--- src/rtl/nac_mem_arbiter.sv ---
// Shared memory port arbiter for fetch and data requesters.
// In-order read tag FIFO routes responses and drops flushed fetches.
module nac_mem_arbiter #(
    parameter int OUTST_LOG2 = 2
) (
    input  logic                  clk,
    input  logic                  rst_n,
    input  logic                  flush,
    input  logic [31:0]           f_addr,
    input  logic                  f_req,
    output logic                  f_grant,
    output logic                  f_valid,
    output logic [31:0]           f_rdata,
    input  logic [31:0]           d_addr,
    input  logic [31:0]           d_wdata,
    input  logic                  d_req,
    input  logic                  d_we,
    output logic                  d_grant,
    output logic                  d_valid,
    output logic [31:0]           d_rdata,
    output logic [31:0]           m_addr,
    output logic [31:0]           m_wdata,
    output logic                  m_req,
    output logic                  m_we,
    input  logic                  m_grant,
    input  logic                  m_valid,
    input  logic [31:0]           m_rdata,
    output logic [OUTST_LOG2:0]   outstanding,
    output logic                  err_unexp
);

    localparam int OUTST = 1 << OUTST_LOG2;
    localparam int CW    = OUTST_LOG2 + 1;
    localparam int PW    = OUTST_LOG2;

    typedef enum logic {
        IDLE,
        ISSUE
    } state_t;

    state_t          state_q, state_d;
    logic [31:0]     addr_q, addr_d;
    logic [31:0]     wdata_q, wdata_d;
    logic            we_q, we_d;
    logic            own_f_q, own_f_d;
    logic            kill_cur_q, kill_cur_d;
    logic            prio_f_q, prio_f_d;
    logic            err_q, err_d;
    logic [CW-1:0]   cnt_q, cnt_d;
    logic [PW-1:0]   wptr_q, wptr_d;
    logic [PW-1:0]   rptr_q, rptr_d;
    logic [OUTST-1:0] tag_f_q, tag_f_d;
    logic [OUTST-1:0] tag_k_q, tag_k_d;

    logic room;
    logic f_elig;
    logic d_elig;
    logic pick_f;
    logic granted;
    logic push;
    logic pop;
    logic head_f;
    logic head_k;

    always_comb begin
        room    = cnt_q < CW'(OUTST);
        f_elig  = f_req && room;
        d_elig  = d_req && (d_we || room);
        pick_f  = f_elig && (!d_elig || prio_f_q);
        granted = (state_q == ISSUE) && m_grant;
        push    = granted && !we_q;
        pop     = m_valid && (cnt_q != '0);
        head_f  = tag_f_q[rptr_q];
        // a fetch popped under flush is as dead as one already marked
        head_k  = tag_k_q[rptr_q] || (flush && head_f);
    end

    always_comb begin
        f_grant     = granted && own_f_q && !kill_cur_q;
        d_grant     = granted && !own_f_q;
        f_valid     = pop && head_f && !head_k;
        d_valid     = pop && !head_f;
        f_rdata     = f_valid ? m_rdata : '0;
        d_rdata     = d_valid ? m_rdata : '0;
        m_req       = (state_q == ISSUE);
        m_addr      = addr_q;
        m_wdata     = wdata_q;
        m_we        = we_q;
        outstanding = cnt_q;
        err_unexp   = err_q;
    end

    always_comb begin
        state_d    = state_q;
        addr_d     = addr_q;
        wdata_d    = wdata_q;
        we_d       = we_q;
        own_f_d    = own_f_q;
        kill_cur_d = kill_cur_q;
        prio_f_d   = prio_f_q;
        unique case (state_q)
            IDLE: begin
                if (f_elig || d_elig) begin
                    state_d    = ISSUE;
                    own_f_d    = pick_f;
                    addr_d     = pick_f ? f_addr : d_addr;
                    we_d       = pick_f ? 1'b0 : d_we;
                    wdata_d    = pick_f ? '0 : d_wdata;
                    kill_cur_d = 1'b0;
                end
            end
            ISSUE: begin
                if (m_grant) begin
                    state_d    = IDLE;
                    kill_cur_d = 1'b0;
                    prio_f_d   = !own_f_q;
                end else if (flush && own_f_q) begin
                    kill_cur_d = 1'b1;
                end
            end
            default: state_d = IDLE;
        endcase
    end

    always_comb begin
        tag_f_d = tag_f_q;
        tag_k_d = tag_k_q;
        wptr_d  = wptr_q;
        rptr_d  = rptr_q;
        err_d   = err_q;
        if (flush) begin
            tag_k_d = tag_k_q | tag_f_q;
        end
        if (push) begin
            tag_f_d[wptr_q] = own_f_q;
            tag_k_d[wptr_q] = own_f_q && (kill_cur_q || flush);
            wptr_d          = wptr_q + PW'(1);
        end
        if (pop) begin
            rptr_d = rptr_q + PW'(1);
        end
        if (m_valid && (cnt_q == '0)) begin
            err_d = 1'b1;
        end
        cnt_d = cnt_q + CW'(push) - CW'(pop);
    end

    always_ff @(posedge clk or negedge rst_n) begin
        if (!rst_n) begin
            state_q    <= IDLE;
            addr_q     <= '0;
            wdata_q    <= '0;
            we_q       <= 1'b0;
            own_f_q    <= 1'b0;
            kill_cur_q <= 1'b0;
            prio_f_q   <= 1'b0;
            err_q      <= 1'b0;
            cnt_q      <= '0;
            wptr_q     <= '0;
            rptr_q     <= '0;
            tag_f_q    <= '0;
            tag_k_q    <= '0;
        end else begin
            state_q    <= state_d;
            addr_q     <= addr_d;
            wdata_q    <= wdata_d;
            we_q       <= we_d;
            own_f_q    <= own_f_d;
            kill_cur_q <= kill_cur_d;
            prio_f_q   <= prio_f_d;
            err_q      <= err_d;
            cnt_q      <= cnt_d;
            wptr_q     <= wptr_d;
            rptr_q     <= rptr_d;
            tag_f_q    <= tag_f_d;
            tag_k_q    <= tag_k_d;
        end
    end

endmodule
--- config.mk ---
export PLATFORM = sky130hd
export DESIGN_NAME = nac_mem_arbiter
export DESIGN_NICKNAME = d
export VERILOG_FILES = /design/src/rtl/nac_mem_arbiter.sv
export SDC_FILE = /design/constraint.sdc
export NUM_CORES = 1
export LEC_CHECK = 0
export ABC_AREA = 1
export CORE_ASPECT_RATIO = 0.7
export CORE_MARGIN = 3
export CORE_UTILIZATION = 42
export CTS_BUF_LIST = sky130_fd_sc_hd__clkbuf_16
export CTS_CLUSTER_DIAMETER = 200
export DETAILED_ROUTE_END_ITERATION = 7
export GPL_TIMING_DRIVEN = 0
export PLACE_DENSITY = 0.91
export SYNTH_ARGS = -nofsm -noshare
export SYNTH_HDL_FRONTEND = slang
export SYNTH_SLANG_ARGS = --single-unit
--- constraint.sdc ---
create_clock -name clk -period 5.67 [get_ports clk]
set_input_delay 0.8505 -clock clk [delete_from_list [all_inputs] [get_ports clk]]
set_output_delay 0.8505 -clock clk [all_outputs]
set_load 0.03 [all_outputs]
==> metrics.yaml <==
synthesis:
  yosys.area.top_type: "dfrtp_1"
  ys_ff_latch: 85
  synth_fp_nets: 783
  async_flop_share_pct: 100
  synth_top_cell_area_share_pct: 44.8
  synth.avg_cell_area_um2: 7.41
  yosysWarnings: 0
  synth_seq_area_share_pct: 44.8
  ys.flop_type: "dfrtp_1"
  ys_types: 27
  synth_area_um2: 4750
  netlist_top_cells_area: "dfrtp_1 (45%), nand2_1 (15%), inv_1 (8.9%), nand3_1 (7.2%), nor2_2 (4.0%)"
  synth-edff-count: 0
  synth_cells: 641
route:
  wl_per_cell_um: 14.8
  initialDrtViolationCount: 168
  totalWireLength_um: 15900
  vias: 4994
  drcViolationCount: 0
  dr.pass1.iters: 4
  ant_nets: 0
  via_per_inst: 4.63
power:
  clockPowerShare_pct: 14.2
  vdd_ir_drop_max_v: 0.000222
  seqPwrFrac_pct: 25.5
  p_sw_mw: 1.97
  p_per_area_nw_per_um2: 527
  internal-power_mw: 2.25
  switching_share_pct: 46.6
  p_leak_nw: 3.96
  power_frac_comb_pct: 60.3
sta:
  rsz0062_at_grt: "no"
  setup_tns_ns: 0
  hold_viol_final: 0
  finalClockSkew_ns: 0.0100
  maxSlewViolCount: 0
  layout_min_cycle_time_ns: 3.58
  tightest_slew_ns: 0.444
  setup_violations: 0
  worst_hold_slack_ns: 0.390
  relSlewSlack_pct: 70.4
  finalCritPeriodShare_pct: 63.2
  max_freq_ghz: 0.279
floorplanning:
  initial_core_util_pct: 44.5
  num_rows: 31
  io_pins: 274
  die_area_um2: 12600
  die_h_um: 95.0
  core_um2: 10700
  die_w_um: 133
placed_design:
  routabilityCongestion: 0.857
  io_buffers: 273
  dp_cells: 1063
  hpwlAfterDp_um: 13000
grt:
  grt_max_degree: 68
  track_usage_pct: 25.2
  antenna_found_initial: 0
  grt_pass1_vias: 5053
  overflow: 0
  grt_first_pass_wirelength_um: 25200
cts:
  numCtsBuffers: 9
  clock-sinks: 85
  ctsResizeCount: 0
  ctsHoldBuffers: 0
  clock_path_buffers: 2
  path_clk_slew_ns: 0.07
  cts_setup_buffers: 0
  clock_latency_ns: 0.33
  h-tree-depth: 3
  clockRootBuffer: "clkbuf_16"
  cts_tree: "built"
setup_path:
  critical_path_class: "in2out"
  crit_fanout: 10
  endpoint_kind: "primary output"
  setup.worst_path.start_class: "input pin"
  cp.arrival_ns: 2.73
  crit_top_cell: "clkdlybuf4s50_1"
  cp_cell_sequence: "clkdlybuf4s50_1 -> nand2_4 -> nor2_4 -> nand3_4 -> buf_6 -> nor2_2 -> clkdlybuf4s50_1"
  cp_slowest_cell: "clkdlybuf4s50_1"
  cp.required_ns: 4.82
  slowest_delay_ns: 0.71
cells_and_area:
  diodes: 0
  layout_commonest_cell: "clkdlybuf4s50_1"
  nFillCells: 767
  most-common-layout-cells: "clkdlybuf4s50_1 (272), nand2_1 (188), inv_1 (113)"
  multi_input_area_um2: 1910
  final_layout_size_suffix_gt1_share_pct: 9.67
  final_cell_count_no_fill: 1079
  nNetsFinal: 1068
  area_growth_pct: 68.5
  regArea_um2: 2130
job:
  drv_cap: 0
status:
  outcome: "finished clean"
hold_path:
  hold_class: "in2async"
==> cells by family (layout without fill, tap and decap cells) <==
| logic type | after synthesis | count (layout) | share of synthesized area [%] |
|---|---|---|---|
| XOR/XNOR | 5 | 5 | 0.923 |
| flip-flops | 85 | 85 | 44.8 |
| adder cells (fa/ha/maj) | 6 | 6 | 1.74 |
| AND/OR/NAND/NOR | 337 | 337 | 31.5 |
| buffers and inverters | 151 | 441 | 14.9 |
| AO/OA/AOI/OAI | 57 | 57 | 6.14 |
==> metrics by stage <==
stage	utilization (%)	power (mW)	area [um2]	setup WS (ns)
2_1_floorplan	-	2.57	4750	3.02
3_3_place_gp	71.9	3.57	7660	0.720
3_5_place_dp	72.1	3.65	7690	2.07
4_1_cts	75.0	4.26	8000	2.07
5_1_grt	75.0	4.49	8000	2.01
6_report	75.0	4.22	8000	2.09
==> worst paths after layout <==
check,from,endpoint,slack (ns),cells after the start
max,m_valid,f_rdata[14],2.09,7
min in group clk,m_addr[18],m_addr[18],0.48,2
min reg2reg,m_addr[18],m_addr[18],0.48,2
max reg2reg,m_req,outstanding[2],3.58,8
min,rst_n,m_addr[10],0.39,1
max in group asynchronous,rst_n,outstanding[2],4.67,2
==> cell usage after synthesis (4+ instances only) <==
library cell	number
dfrtp_1	85
buf_2	5
nor2_2	30
nor2_1	38
clkbuf_1	8
buf_4	6
ha_1	5
nand2_1	188
nand3_1	68
buf_6	15
o21ai_0	31
inv_1	113
o21ai_1	10
a21oi_1	14
inv_2	4
==> critical path, delay by kind of cell <==
kind	cells	cell delay, ns
buffers and inverters	3	1.45
and+or+nand+nor	4	0.43
==> sequential cells by signal (all words and copies together), names as in the netlist, 2 cells and up <==
name	flops
m_addr	32
m_wdata	32
tag_f_q	4
tag_k_q	4
outstanding	3
rptr_q	2
wptr_q	2
==> power by group through the flow <==
| stage | logic [mW] | registers, mW | clock network [mW] |
|---|---|---|---|
| CTS | 2.57 | 1.07 | 0.610 |
| global placement | 2.51 | 1.07 | 0 |
| finish | 2.54 | 1.08 | 0.598 |
| detailed placement | 2.57 | 1.08 | 0 |
| global route | 2.74 | 1.11 | 0.634 |
| floorplan | 1.05 | 1.53 | 0 |
==> layout make-up <==
| type | instances | share of cell area [%] |
|---|---|---|
| Timing Repair Buffer | 274 | 34.5 |
| Sequential cell | 85 | 26.6 |
| Multi-Input combinational cell | 405 | 23.9 |
| Inverter | 117 | 5.49 |
| Buffer | 34 | 3.36 |
| Clock buffer | 9 | 2.82 |
| Tap cell | 148 | 2.32 |
| Clock inverter | 7 | 1.02 |
==> layer usage <==
| metal | wire (um) | global-route usage, % | part of all wire (%) | vias to the layer above |
|---|---|---|---|---|
| met2 | 8220 | 46.7 | 52 | 186 |
| met5 | 0 | 0 | 0 | - |
| met4 | 340 | 8.39 | 2.1 | 0 |
| met1 | 6020 | 27.9 | 38 | 2286 |
| met3 | 1350 | 7.45 | 8.5 | 24 |
| li1 | - | - | - | 2498 |
Power figures use the tool's default switching activity.
